===== src/rtl/datamover_package.sv =====
// Shared types for the datamover: streamer control/flag bundles, controller FSM states and job config.
package datamover_package;

  typedef struct packed {
    logic [31:0] base_addr;
    logic [31:0] tot_len;
    logic [31:0] d0_len;
    logic [31:0] d0_stride;
    logic [31:0] d1_len;
    logic [31:0] d1_stride;
    logic [31:0] d2_stride;
    logic [1:0]  dim_enable_1h;
  } addressgen_ctrl_t;

  typedef struct packed {
    logic             req_start;
    addressgen_ctrl_t addressgen_ctrl;
  } ctrl_sourcesink_t;

  typedef struct packed {
    logic ready_start;
    logic done;
  } flags_sourcesink_t;

  typedef struct packed {
    ctrl_sourcesink_t data_in_source_ctrl;
    ctrl_sourcesink_t data_out_sink_ctrl;
  } ctrl_streamer_t;

  typedef struct packed {
    flags_sourcesink_t data_in_source_flags;
    flags_sourcesink_t data_out_sink_flags;
    logic              tcdm_fifo_empty;
  } flags_streamer_t;

  typedef enum logic [2:0] {
    ST_IDLE,
    ST_START,
    ST_WAIT,
    ST_DRAIN,
    ST_NEXT,
    ST_DONE
  } datamover_fsm_state_e;

  typedef struct packed {
    logic [31:0] src_tstride;
    logic [31:0] dst_tstride;
    logic [31:0] tile_len;
    logic [31:0] n_tiles;
    logic [31:0] d0_stride;
  } datamover_job_cfg_t;

  // One-dimensional tile: only base, lengths and the word stride are non-zero.
  function automatic addressgen_ctrl_t tile_addressgen(input logic [31:0] base,
                                                       input logic [31:0] len,
                                                       input logic [31:0] stride);
    addressgen_ctrl_t a;
    a           = '0;
    a.base_addr = base;
    a.tot_len   = len;
    a.d0_len    = len;
    a.d0_stride = stride;
    return a;
  endfunction

endpackage


===== src/rtl/datamover_ctrl_fsm_if.sv =====
// Controller <-> streamer-pair bundle: start/config towards the streamers, ready/done/fifo flags back.
interface datamover_ctrl_fsm_if;
  import datamover_package::*;

  ctrl_streamer_t  ctrl_streamer;
  flags_streamer_t flags_streamer;

  modport master (output ctrl_streamer, input flags_streamer);
  modport slave  (input ctrl_streamer, output flags_streamer);
endinterface


===== src/rtl/datamover_tile_counter.sv =====
// Tile index and source/sink address accumulators; load on job start, step between tiles.
module datamover_tile_counter #(
  parameter int unsigned NT_W = 16
) (
  input  logic            clk_i,
  input  logic            clear_i,
  input  logic            load_i,
  input  logic            step_i,
  input  logic [31:0]     src_base_i,
  input  logic [31:0]     dst_base_i,
  input  logic [31:0]     src_tstride_i,
  input  logic [31:0]     dst_tstride_i,
  input  logic [31:0]     n_tiles_i,
  output logic [NT_W-1:0] tile_idx_o,
  output logic [31:0]     src_addr_o,
  output logic [31:0]     dst_addr_o,
  output logic            last_o
);

  logic [NT_W-1:0] tile_idx_q, tile_idx_d;
  logic [31:0]     src_addr_q, src_addr_d;
  logic [31:0]     dst_addr_q, dst_addr_d;

  always_comb begin
    tile_idx_d = tile_idx_q;
    src_addr_d = src_addr_q;
    dst_addr_d = dst_addr_q;
    if (load_i) begin
      tile_idx_d = '0;
      src_addr_d = src_base_i;
      dst_addr_d = dst_base_i;
    end else if (step_i) begin
      tile_idx_d = tile_idx_q + NT_W'(1);
      src_addr_d = src_addr_q + src_tstride_i;
      dst_addr_d = dst_addr_q + dst_tstride_i;
    end
  end

  always_ff @(posedge clk_i) begin
    if (clear_i) begin
      tile_idx_q <= '0;
      src_addr_q <= '0;
      dst_addr_q <= '0;
    end else begin
      tile_idx_q <= tile_idx_d;
      src_addr_q <= src_addr_d;
      dst_addr_q <= dst_addr_d;
    end
  end

  assign tile_idx_o = tile_idx_q;
  assign src_addr_o = src_addr_q;
  assign dst_addr_o = dst_addr_q;
  assign last_o     = (32'(tile_idx_q) == (n_tiles_i - 32'd1));

endmodule


===== src/rtl/datamover_ctrl_fsm.sv =====
// Tiled copy sequencer: launches source+sink per tile, waits for both dones and an empty TCDM FIFO,
// then steps addresses. req_start is the only combinational output.
module datamover_ctrl_fsm
  import datamover_package::*;
#(
  parameter int unsigned BYTES_PER_WORD = 4,
  parameter int unsigned LEN_W          = 16,
  parameter int unsigned NT_W           = 16
) (
  input  logic                      clk_i,
  input  logic                      clear_i,
  input  logic                      start_i,
  input  logic [31:0]               src_base_i,
  input  logic [31:0]               dst_base_i,
  input  logic [31:0]               src_tstride_i,
  input  logic [31:0]               dst_tstride_i,
  input  logic [LEN_W-1:0]          tile_len_i,
  input  logic [NT_W-1:0]           n_tiles_i,
  datamover_ctrl_fsm_if.master      strm,
  output logic                      busy_o,
  output logic                      done_o,
  output logic [NT_W-1:0]           tile_idx_o
);

  datamover_fsm_state_e state_q;
  datamover_job_cfg_t   cfg_q, cfg_d;
  logic                 busy_q, done_q;
  logic                 src_done_q, snk_done_q;

  flags_streamer_t flags;
  ctrl_streamer_t  ctrl;
  logic            both_ready, req_start, src_done_now, snk_done_now, job_empty;
  logic            cnt_load, cnt_step, cnt_last;
  logic [31:0]     src_addr, dst_addr;

  assign flags        = strm.flags_streamer;
  assign both_ready   = flags.data_in_source_flags.ready_start & flags.data_out_sink_flags.ready_start;
  assign req_start    = (state_q == ST_START) & both_ready;
  assign src_done_now = src_done_q | flags.data_in_source_flags.done;
  assign snk_done_now = snk_done_q | flags.data_out_sink_flags.done;
  assign job_empty    = (n_tiles_i == '0) || (tile_len_i == '0);
  assign cnt_load     = (state_q == ST_IDLE) & start_i;
  assign cnt_step     = (state_q == ST_NEXT) & ~cnt_last;

  always_comb begin
    cfg_d             = '0;
    cfg_d.src_tstride = src_tstride_i;
    cfg_d.dst_tstride = dst_tstride_i;
    cfg_d.tile_len    = 32'(tile_len_i);
    cfg_d.n_tiles     = 32'(n_tiles_i);
    cfg_d.d0_stride   = 32'(BYTES_PER_WORD);
  end

  datamover_tile_counter #(.NT_W(NT_W)) i_tile_counter (
    .clk_i         (clk_i),
    .clear_i       (clear_i),
    .load_i        (cnt_load),
    .step_i        (cnt_step),
    .src_base_i    (src_base_i),
    .dst_base_i    (dst_base_i),
    .src_tstride_i (cfg_q.src_tstride),
    .dst_tstride_i (cfg_q.dst_tstride),
    .n_tiles_i     (cfg_q.n_tiles),
    .tile_idx_o    (tile_idx_o),
    .src_addr_o    (src_addr),
    .dst_addr_o    (dst_addr),
    .last_o        (cnt_last)
  );

  always_ff @(posedge clk_i) begin
    if (clear_i) begin
      state_q    <= ST_IDLE;
      cfg_q      <= '0;
      busy_q     <= 1'b0;
      done_q     <= 1'b0;
      src_done_q <= 1'b0;
      snk_done_q <= 1'b0;
    end else begin
      done_q <= 1'b0;
      case (state_q)
        ST_IDLE: begin
          if (start_i) begin
            cfg_q  <= cfg_d;
            busy_q <= 1'b1;
            if (job_empty) begin
              state_q <= ST_DONE;
              done_q  <= 1'b1;
            end else begin
              state_q <= ST_START;
            end
          end
        end
        ST_START: if (req_start) state_q <= ST_WAIT;
        ST_WAIT: begin
          // done flags are single-cycle pulses, so hold them until both have arrived
          src_done_q <= src_done_now;
          snk_done_q <= snk_done_now;
          if (src_done_now && snk_done_now) state_q <= ST_DRAIN;
        end
        ST_DRAIN: if (flags.tcdm_fifo_empty) state_q <= ST_NEXT;
        ST_NEXT: begin
          src_done_q <= 1'b0;
          snk_done_q <= 1'b0;
          if (cnt_last) begin
            state_q <= ST_DONE;
            done_q  <= 1'b1;
          end else begin
            state_q <= ST_START;
          end
        end
        ST_DONE: begin
          busy_q  <= 1'b0;
          state_q <= ST_IDLE;
        end
        default: state_q <= ST_IDLE;
      endcase
    end
  end

  always_comb begin
    ctrl                                     = '0;
    ctrl.data_in_source_ctrl.req_start       = req_start;
    ctrl.data_out_sink_ctrl.req_start        = req_start;
    ctrl.data_in_source_ctrl.addressgen_ctrl = tile_addressgen(src_addr, cfg_q.tile_len, cfg_q.d0_stride);
    ctrl.data_out_sink_ctrl.addressgen_ctrl  = tile_addressgen(dst_addr, cfg_q.tile_len, cfg_q.d0_stride);
  end

  assign strm.ctrl_streamer = ctrl;
  assign busy_o             = busy_q;
  assign done_o             = done_q;

endmodule


===== src/flat_wrapper.sv =====
// flat-port wrapper written by rule: the top's interface ports become plain ports
module datamover_ctrl_fsm_flat import datamover_package::*;
#(
  parameter int unsigned BYTES_PER_WORD = 4,
  parameter int unsigned LEN_W          = 16,
  parameter int unsigned NT_W           = 16
)
  (clk_i, clear_i, start_i, src_base_i, dst_base_i, src_tstride_i, dst_tstride_i, tile_len_i, n_tiles_i, busy_o, done_o, tile_idx_o, strm_ctrl_streamer, strm_flags_streamer);
  datamover_ctrl_fsm_if strm_i ();
  input  logic clk_i;
  input  logic clear_i;
  input  logic start_i;
  input  logic [31:0] src_base_i;
  input  logic [31:0] dst_base_i;
  input  logic [31:0] src_tstride_i;
  input  logic [31:0] dst_tstride_i;
  input  logic [LEN_W-1:0] tile_len_i;
  input  logic [NT_W-1:0] n_tiles_i;
  output logic busy_o;
  output logic done_o;
  output logic [NT_W-1:0] tile_idx_o;
  output wire logic [$bits(strm_i.ctrl_streamer)-1:0] strm_ctrl_streamer;
  input wire logic [$bits(strm_i.flags_streamer)-1:0] strm_flags_streamer;
  assign strm_ctrl_streamer = strm_i.ctrl_streamer;
  assign strm_i.flags_streamer = strm_flags_streamer;
  datamover_ctrl_fsm #(.BYTES_PER_WORD(BYTES_PER_WORD), .LEN_W(LEN_W), .NT_W(NT_W)) u_core (.clk_i(clk_i), .clear_i(clear_i), .start_i(start_i), .src_base_i(src_base_i), .dst_base_i(dst_base_i), .src_tstride_i(src_tstride_i), .dst_tstride_i(dst_tstride_i), .tile_len_i(tile_len_i), .n_tiles_i(n_tiles_i), .strm(strm_i), .busy_o(busy_o), .done_o(done_o), .tile_idx_o(tile_idx_o));
endmodule

===== config.mk =====
export PLATFORM = sky130hd
export DESIGN_NAME = datamover_ctrl_fsm_flat
export DESIGN_NICKNAME = d
export VERILOG_FILES = /design/src/rtl/datamover_package.sv /design/src/rtl/datamover_ctrl_fsm_if.sv /design/src/rtl/datamover_tile_counter.sv /design/src/rtl/datamover_ctrl_fsm.sv /design/src/flat_wrapper.sv
export SDC_FILE = /design/constraint.sdc
export NUM_CORES = 1
export LEC_CHECK = 0
export BUFFER_PORTS_ARGS = -buffer_cell sky130_fd_sc_hd__buf_4
export CAP_MARGIN = 20
export CORE_AREA = 2 2 251 253
export DETAILED_ROUTE_END_ITERATION = 10
export DIE_AREA = 0 0 253 255
export GPL_TIMING_DRIVEN = 1
export HOLD_SLACK_MARGIN = 0.08
export SYNTH_ARGS = -nofsm -noshare
export SYNTH_HDL_FRONTEND = slang
export SYNTH_SLANG_ARGS = --single-unit
export TNS_END_PERCENT = 50

===== constraint.sdc =====
create_clock -name clk_i -period 4 [get_ports clk_i]
set_input_delay 0.6 -clock clk_i [delete_from_list [all_inputs] [get_ports clk_i]]
set_output_delay 0.6 -clock clk_i [all_outputs]
set_load 0.01 [all_outputs]

==> metrics.yaml, run 1 <==
outcome: "finished, final reports clean"
period_needed_ns: 3.72
fp-row-count: 92
crit_path_frequent_cell: "sky130_fd_sc_hd__buf_4"
skew_ns: 0.0168
r2r-end: "u_core.i_tile_counter.dst_addr_o[28]"
rr_startpoint: "u_core.i_tile_counter.dst_addr_o[5]"
ant_nets: 0
cts.sink_count: 184
grt_start_max_net_pins: 75
io_buffers: 317
area_growth_syn_to_layout_pct: 15.8
post_synth_num_cell_types: 77
report.final.setup_viol: 0
worst-endpoint-arrival_ns: 4.10
die_height_um: 255
min_period_over_period_pct: 92.9
crit_type: "flip-flop to flip-flop"
timing.final.hold_violations: 0
synth.yosys.warnings: 0
setup_tns_ns: 0
grt_setup_unrepaired: "no"
initial_core_util_pct: 21.9
setup_crit_end: "u_core.i_tile_counter.dst_addr_o[28]"
sequential_area_share_after_synthesis_pct: 27.0
drt_iter0_drc: 638
dr_total_vias: 11700
grt_util_all_layers_pct: 12.5
drive_above_1_share_pct: 19.7
clk_latency_ns: 0.49
postLayoutCoreUtil_pct: 25.4
synth.ff_latch_count: 184
final_nets: 2221
total_power_mw: 5.30
detail_route.wirelength_mm: 42.5
timing.fmax_ghz: 0.269
synth_enable_flop_cells: 0
critPathSlowestCell: "sky130_fd_sc_hd__or4b_2"
setup.worst_path.start: "u_core.i_tile_counter.dst_addr_o[5]"
synthCells: 1775
post_drt_wl_per_cell_um: 15.2
relSlewSlack_pct: 39.7
max_cap_viol_count: 0
synth.avg_cell_area_um2: 7.69
place_congestion: 0.902
post-dp-hpwl_mm: 32.9
num-fill-cells: 6874
post_cts_resize_count: 0
h-tree-depth: 4
max-clock-path-buffers: 2
hold_path.class: "input pin to flip-flop"
numCtsBuffers: 17
drt_pre_antenna_iters: 5
postSynth.topFlopCell: "sky130_fd_sc_hd__dfxtp_1"
area_of_the_mapped_netlist_mm2: 0.0136
cts_clock_pin_slew_for_the_worst_setup_and_hold_paths_ns: 0.08
multiInputGateArea_mm2: 0.00779
max_slew_violation_count: 0
power.density_mw_per_mm2: 335
core_area_mm2: 0.0622
number_of_setup_buffers_added_after_cts: 0
first_global_vias: 10200
grt_antenna_before_repair: 4
grt_overflow_total: 0
sequential_cell_area_mm2: 0.00368
critPathTopFamily: "compound AO/OA/AOI/OAI gates"
drc_errors: 0
holdBufCountCts: 0
p_leak_nw: 7.22
tightestPinTransition_ns: 0.905
viasPerCell: 4.19
worst_path_largest_cell_delay_ns: 0.61
die_area_mm2: 0.0645
critical_path_buf_inv_count: 2
grt_pass1_wl_mm: 61.5
fraction_of_synthesis_flops_using_an_asynchronous_set_or_reset_pin_pct: 0
tritoncts: "done"
r2r_setup_slack_ns: 0.28
io_pins: 640
die_width_um: 253
critical_path.cell_chain: "ha_1 -> nand2_1 -> or4b_2 -> o21ai_0 -> o211ai_1 -> buf_4 -> a2111oi_0 -> buf_4 -> nor3_1 -> o31ai_1 -> mux2_2 -> a221oi_1"
critPathCaptureType: "flip-flop"
peakVddDrop_mv: 0.348
critical_path.startpoint_type: "flip-flop"
worst-r2r-cell-count: 12
crit_fanout: 4
required_ns: 4.38
cp.depth: 12
cts_root_buf: "sky130_fd_sc_hd__clkbuf_16"
kinds of logic (layout without fill, tap and decap cells):
| family | after synthesis | after routing | synth area share, % |
|---|---|---|---|
| xor+xnor | 77 | 77 | 4.94 |
| fa+ha+maj | 66 | 66 | 6.16 |
| simple gates | 537 | 537 | 17.6 |
| mux | 12 | 12 | 0.899 |
| flops | 184 | 184 | 27.0 |
| other cells | 1 | 324 | 0.0275 |
| buf+inv | 499 | 403 | 24.9 |
| compound gates | 399 | 399 | 18.5 |
how the worst min path moves through the flow:
stage / startpoint / end / slack [ns] / depth (start not counted)
4_1_cts: src_base_i[29] / u_core.i_tile_counter.src_addr_o[29] / 0.29 / 3
3_3_place_gp: u_core.cfg_q[105] / u_core.cfg_q[105] / 0.45 / 2
3_5_place_dp: u_core.cfg_q[136] / u_core.cfg_q[136] / 0.45 / 2
2_1_floorplan: u_core.cfg_q[100] / u_core.cfg_q[100] / 0.44 / 2
6_report: src_base_i[29] / u_core.i_tile_counter.src_addr_o[29] / 0.34 / 3
5_1_grt: src_base_i[29] / u_core.i_tile_counter.src_addr_o[29] / 0.31 / 3
layout make-up:
type	instances	area share [%]
Clock buffer	19	2.80
Sequential cell	184	23.3
Tap cell	799	6.33
Multi-Input combinational cell	1413	49.3
Inverter	29	0.689
Antenna cell	2	0.0317
Timing Repair Buffer	342	16.4
Clock inverter	13	1.14
per-stage QoR:
stage | hold slack [ns] | cell area [µm²] | setup slack, ns | cells
finish | 0.343 | 15800 | 0.283 | 2801
global route | 0.313 | 15800 | 0.0683 | 2799
CTS | 0.290 | 15800 | 0.311 | 2797
global placement | 0.450 | 15200 | 0.468 | 2765
detailed placement | 0.454 | 15200 | 0.356 | 2765
floorplan | 0.440 | 14800 | 0.771 | 2096
Yosys cell counts, drive strengths merged (3+ instances only):
cell | number | area, µm²
o22ai | 10 | 68.8
o31a | 3 | 26.3
o211a | 4 | 40.0
nand2 | 268 | 1010
a21oi | 183 | 916
o31ai | 7 | 52.6
nand3 | 23 | 115
and3 | 9 | 56.3
xor2 | 33 | 289
or3 | 7 | 48.8
ha | 64 | 801
nor4 | 23 | 165
o21ai | 47 | 235
nor3b | 4 | 30.0
or2 | 4 | 25.0
nor3 | 27 | 135
o211ai | 10 | 80.1
or4 | 3 | 26.3
o21bai | 9 | 67.6
nor2b | 11 | 68.8
a22oi | 16 | 120
inv | 28 | 105
clkbuf | 65 | 244
and4 | 3 | 26.3
dfxtp | 184 | 3680
mux2i | 10 | 100
a2111oi | 24 | 239
o221ai | 6 | 52.6
a211oi | 14 | 110
a31oi | 13 | 81.3
nand4 | 10 | 62.6
nor2 | 121 | 462
a221oi | 4 | 35.0
buf | 405 | 3040
a41oi | 3 | 26.3
and2 | 6 | 37.5
nand2b | 14 | 87.6
a21o | 21 | 158
a211o | 4 | 35.0
xnor2 | 44 | 385
o21a | 6 | 45.0
report_power, final:
part	total (mW)	leakage, nW	switching (mW)	internal, mW
Sequential	2.08	1.51	0.127	1.95
Clock	1.89	0.305	0.870	1.02
Combinational	1.33	5.40	0.780	0.548
layer usage:
layer / wire length [µm] / GRT usage (%) / part of all wire, % / up-vias
met5: 27 / 0 / 0.063 / -
met4: 494 / 3.47 / 1.2 / 4
met2: 20000 / 20.4 / 47 / 372
li1: - / - / - / 5818
met3: 2680 / 3.45 / 6.3 / 24
met1: 19400 / 16.2 / 45 / 5530
registers in the layout (all words and copies together), names as in the netlist, 3 cells and up:
name                              count
u_core.strm.ctrl_streamer            17
u_core.cfg_q                         80
u_core.i_tile_counter.src_addr_o     32
u_core.state_q                        3
u_core.i_tile_counter.dst_addr_o     32
u_core.i_tile_counter.tile_idx_o     16
cells in the final DEF, fill, tap and decap left out, drive strengths merged, types with 6 or more instances in the layout:
cell type  netlist  layout
conb             1     322
and3             9       9
o21bai           9       9
inv             28      36
or3              7       7
dfxtp          184     184
o221ai           6       6
a31oi           13      13
o21ai           47      47
a22oi           16      16
and2             6       6
nor2           121     121
nand3           23      23
a21o            21      21
nor2b           11      11
nor4            23      23
mux2i           10      10
o21a             6       6
o22ai           10      10
nand4           10      10
a21oi          183     183
clkbuf          65      19
a2111oi         24      24
o31ai            7       7
xnor2           44      44
nor3            27      27
ha              64      64
a211oi          14      14
nand2          268     268
buf            405     342
xor2            33      33
o211ai          10      10
nand2b          14      14
worst min-delay path: cells and delay by family:
family | cells | cell delay (ns)
AOI/OAI and AO/OA | 2 | 0.11
buffers and inverters | 1 | 0.09
Note: power is estimated with default switching activity, not from simulation.
==> run 2: changes to the inputs <==
--- a/config.mk
+++ b/config.mk
@@ -7,11 +7,14 @@
 export LEC_CHECK = 0
 export BUFFER_PORTS_ARGS = -buffer_cell sky130_fd_sc_hd__buf_4
 export CAP_MARGIN = 20
-export CORE_AREA = 2 2 251 253
+export CELL_PAD_IN_SITES_DETAIL_PLACEMENT = 1
+export CELL_PAD_IN_SITES_GLOBAL_PLACEMENT = 1
+export CORE_AREA = 2 2 246 248
 export DETAILED_ROUTE_END_ITERATION = 10
-export DIE_AREA = 0 0 253 255
+export DIE_AREA = 0 0 248 250
 export GPL_TIMING_DRIVEN = 1
 export HOLD_SLACK_MARGIN = 0.08
+export PLACE_DENSITY_LB_ADDON = 0.1
 export SYNTH_ARGS = -nofsm -noshare
 export SYNTH_HDL_FRONTEND = slang
 export SYNTH_SLANG_ARGS = --single-unit
==> run 2 against run 1 <==
Hold slack worse by 0.0081 ns. Register-to-register slack better by 0.08 ns. Largest cell class unchanged. Critical path depth is 2 lower. Routed wire length is 12% higher. Clock-buffer cell count stayed put. Flip-flop and latch count stayed put. Sequential share of layout area is 0.098 points higher. Cell count is 0.86% lower. Combinational power hardly changed. Clock skew hardly changed. Clock power is 5% lower. Highest routed layer unchanged. Sequential power hardly changed.
==> metrics.yaml, run 2 (synthesis results as in run 1) <==
tightestPinTransition_ns: 0.939  # +0.0345 ns
timing.fmax_ghz: 0.275  # +2.2%
critical_path.startpoint_type: "flip-flop"
worst_path_largest_cell_delay_ns: 0.55  # -0.06 ns
relSlewSlack_pct: 37.4  # -2.3 points
largest_register_ffs: 80  # unchanged
critical_path.cell_chain: "nor4_2 -> nand2_1 -> xnor2_1 -> a2111oi_0 -> o211ai_1 -> a2111oi_4 -> or2_1 -> nand2_4 -> o22ai_1 -> nor3_1"
report.final.setup_viol: 0  # unchanged
critPathCaptureType: "flip-flop"
hold_path.class: "input pin to flip-flop"
initial_core_util_pct: 22.9  # +0.95 points
ant_nets: 0  # unchanged
min_period_over_period_pct: 90.9  # -2.0 points
worst-endpoint-arrival_ns: 4.00  # -0.10 ns
grt_util_all_layers_pct: 14.9  # +2.4 points
crit_fanout: 28  # +24
die_area_mm2: 0.0620  # -3.9%
post_cts_resize_count: 0  # unchanged
number_of_setup_buffers_added_after_cts: 0  # unchanged
drt_pre_antenna_iters: 4  # -1
crit_type: "flip-flop to flip-flop"
io_buffers: 317  # unchanged
area_growth_syn_to_layout_pct: 15.4
place_congestion: 0.791  # -12%
worst_hold_path.endpoint: "u_core.i_tile_counter.src_addr_o[29]"
final_common_cell: "sky130_fd_sc_hd__buf_4"
holdBufCountCts: 0  # unchanged
r2r_setup_slack_ns: 0.36  # +0.08 ns
whs_ns: 0.334  # -0.00812 ns
grt_setup_unrepaired: "no"
worst-r2r-cell-count: 10  # -2
core_area_mm2: 0.0596  # -4.2%
timing.final.hold_violations: 0  # unchanged
tritoncts: "done"
drc_errors: 0  # unchanged
min-delay-start: "src_base_i[29]"
sequential_cell_area_mm2: 0.00368  # unchanged
post_drt_wl_per_cell_um: 17.1  # +13%
total_power_mw: 5.24  # -1.0%
period_needed_ns: 3.64  # -0.0807 ns
die_width_um: 248  # -2.0%
dr_total_vias: 11700  # -0.22%
drt_iter0_drc: 351  # -45%
hold_path_depth: 3  # unchanged
setup_tns_ns: 0  # unchanged
grt_overflow_total: 0  # unchanged
fp-row-count: 90  # -2.2%
viasPerCell: 4.22  # +0.64%
numCtsBuffers: 17  # unchanged
p_leak_nw: 7.18  # -0.53%
first_global_vias: 11600  # +14%
clk_latency_ns: 0.50  # about the same
drive_above_1_share_pct: 19.5  # -0.23 points
layout.cells.most_common_list: "sky130_fd_sc_hd__buf_4 (329), sky130_fd_sc_hd__conb_1 (322), sky130_fd_sc_hd__nand2_1 (267)"
required_ns: 4.36  # -0.02 ns
layout.cells.non_filler: 2777  # -0.86%
multiInputGateArea_mm2: 0.00779  # about the same
critPathTopFamily: "compound AO/OA/AOI/OAI gates"
max-clock-path-buffers: 2  # unchanged
final_nets: 2214  # -0.32%
cts.sink_count: 184  # unchanged
power.density_mw_per_mm2: 333  # -0.62%
critPathSlowestCell: "sky130_fd_sc_hd__a2111oi_4"
grt_antenna_before_repair: 2  # -2
cts_clock_pin_slew_for_the_worst_setup_and_hold_paths_ns: 0.08  # about the same
cts_root_buf: "sky130_fd_sc_hd__clkbuf_16"
post-dp-hpwl_mm: 36.7  # +12%
max_slew_violation_count: 0  # unchanged
critical_path_buf_inv_count: 0  # -2
max_cap_viol_count: 0  # unchanged
detail_route.wirelength_mm: 47.6  # +12%
largest_register: "u_core.cfg_q"
r2r-end: "u_core.i_tile_counter.dst_addr_o[10]"
num-fill-cells: 7354  # +7.0%
peakVddDrop_mv: 0.366  # +5.2%
skew_ns: 0.0163  # -0.000450 ns
outcome: "finished, final reports clean"
io_pins: 640  # unchanged
rr_startpoint: "u_core.cfg_q[34]"
grt_pass1_wl_mm: 70.3  # +14%
h-tree-depth: 4  # unchanged
placed_cells: 2743  # -0.80%
die_height_um: 250  # -2.0%
grt_start_max_net_pins: 96  # +28%
run 2: changes by cell type in the layout (fill, tap and decap cells not counted), moves of 2 or more:
cell	change
sky130_fd_sc_hd__buf_4	-10
sky130_fd_sc_hd__inv_8	-3
sky130_fd_sc_hd__clkinv_4	+3
sky130_fd_sc_hd__buf_12	+3
sky130_fd_sc_hd__clkinv_2	+2
run 2: where the power goes:
group | internal [mW] | switching, mW | leakage, nW
clock network | 0.943 | 0.861 | 0.289
logic | 0.548 | 0.814 | 5.38
registers | 1.95 | 0.125 | 1.51
total | 3.44 | 1.80 | 7.18
run 2: routing by layer:
metal	up-vias	GRT usage (%)	wire length [µm]
met5	-	0	13
met4	2	3.49	396
met3	19	4.62	3200
met2	298	24.4	22900
met1	5619	18.9	21100
li1	5784	-	-
run 2: cell type report:
cell class                 count  share of cell area (%)
multi-input combinational   1413                    49.5
sequential                   184                    23.4
clock buffer                  19                    2.81
tap                          782                    6.22
timing repair buffer         335                    16.4
inverter                      29                   0.692
clock inverter                13                   0.914
antenna                        2                  0.0318
run 2: worst max-delay path by stage:
stage                                              startpoint                                    to  slack (ns)  depth (start not counted)
final                                        u_core.cfg_q[34]  u_core.i_tile_counter.dst_addr_o[10]        0.36                         10
after global routing                         u_core.cfg_q[34]  u_core.i_tile_counter.dst_addr_o[10]        0.02                         10
after CTS                 u_core.i_tile_counter.dst_addr_o[5]  u_core.i_tile_counter.dst_addr_o[28]        0.04                         10
after detailed placement  u_core.i_tile_counter.dst_addr_o[5]  u_core.i_tile_counter.dst_addr_o[28]        0.07                         10
after global placement    u_core.i_tile_counter.dst_addr_o[5]  u_core.i_tile_counter.dst_addr_o[28]         0.1                         10
after floorplan           u_core.i_tile_counter.dst_addr_o[5]  u_core.i_tile_counter.dst_addr_o[28]        0.77                         10
run 2: tightest hold or removal path, cell delays in order:
cell                      delay [ns]
sky130_fd_sc_hd__buf_4          0.08
sky130_fd_sc_hd__a31oi_1        0.06
sky130_fd_sc_hd__o21ai_0        0.06
run 2: per-stage QoR:
stage | util (%) | instance area (µm²) | setup slack (ns)
final | 26.4 | 15700 | 0.364
after global routing | 26.4 | 15700 | 0.0166
after CTS | 26.4 | 15700 | 0.0370
after detailed placement | 25.4 | 15100 | 0.0729
after global placement | 25.4 | 15100 | 0.0964
after floorplan | - | 14800 | 0.771
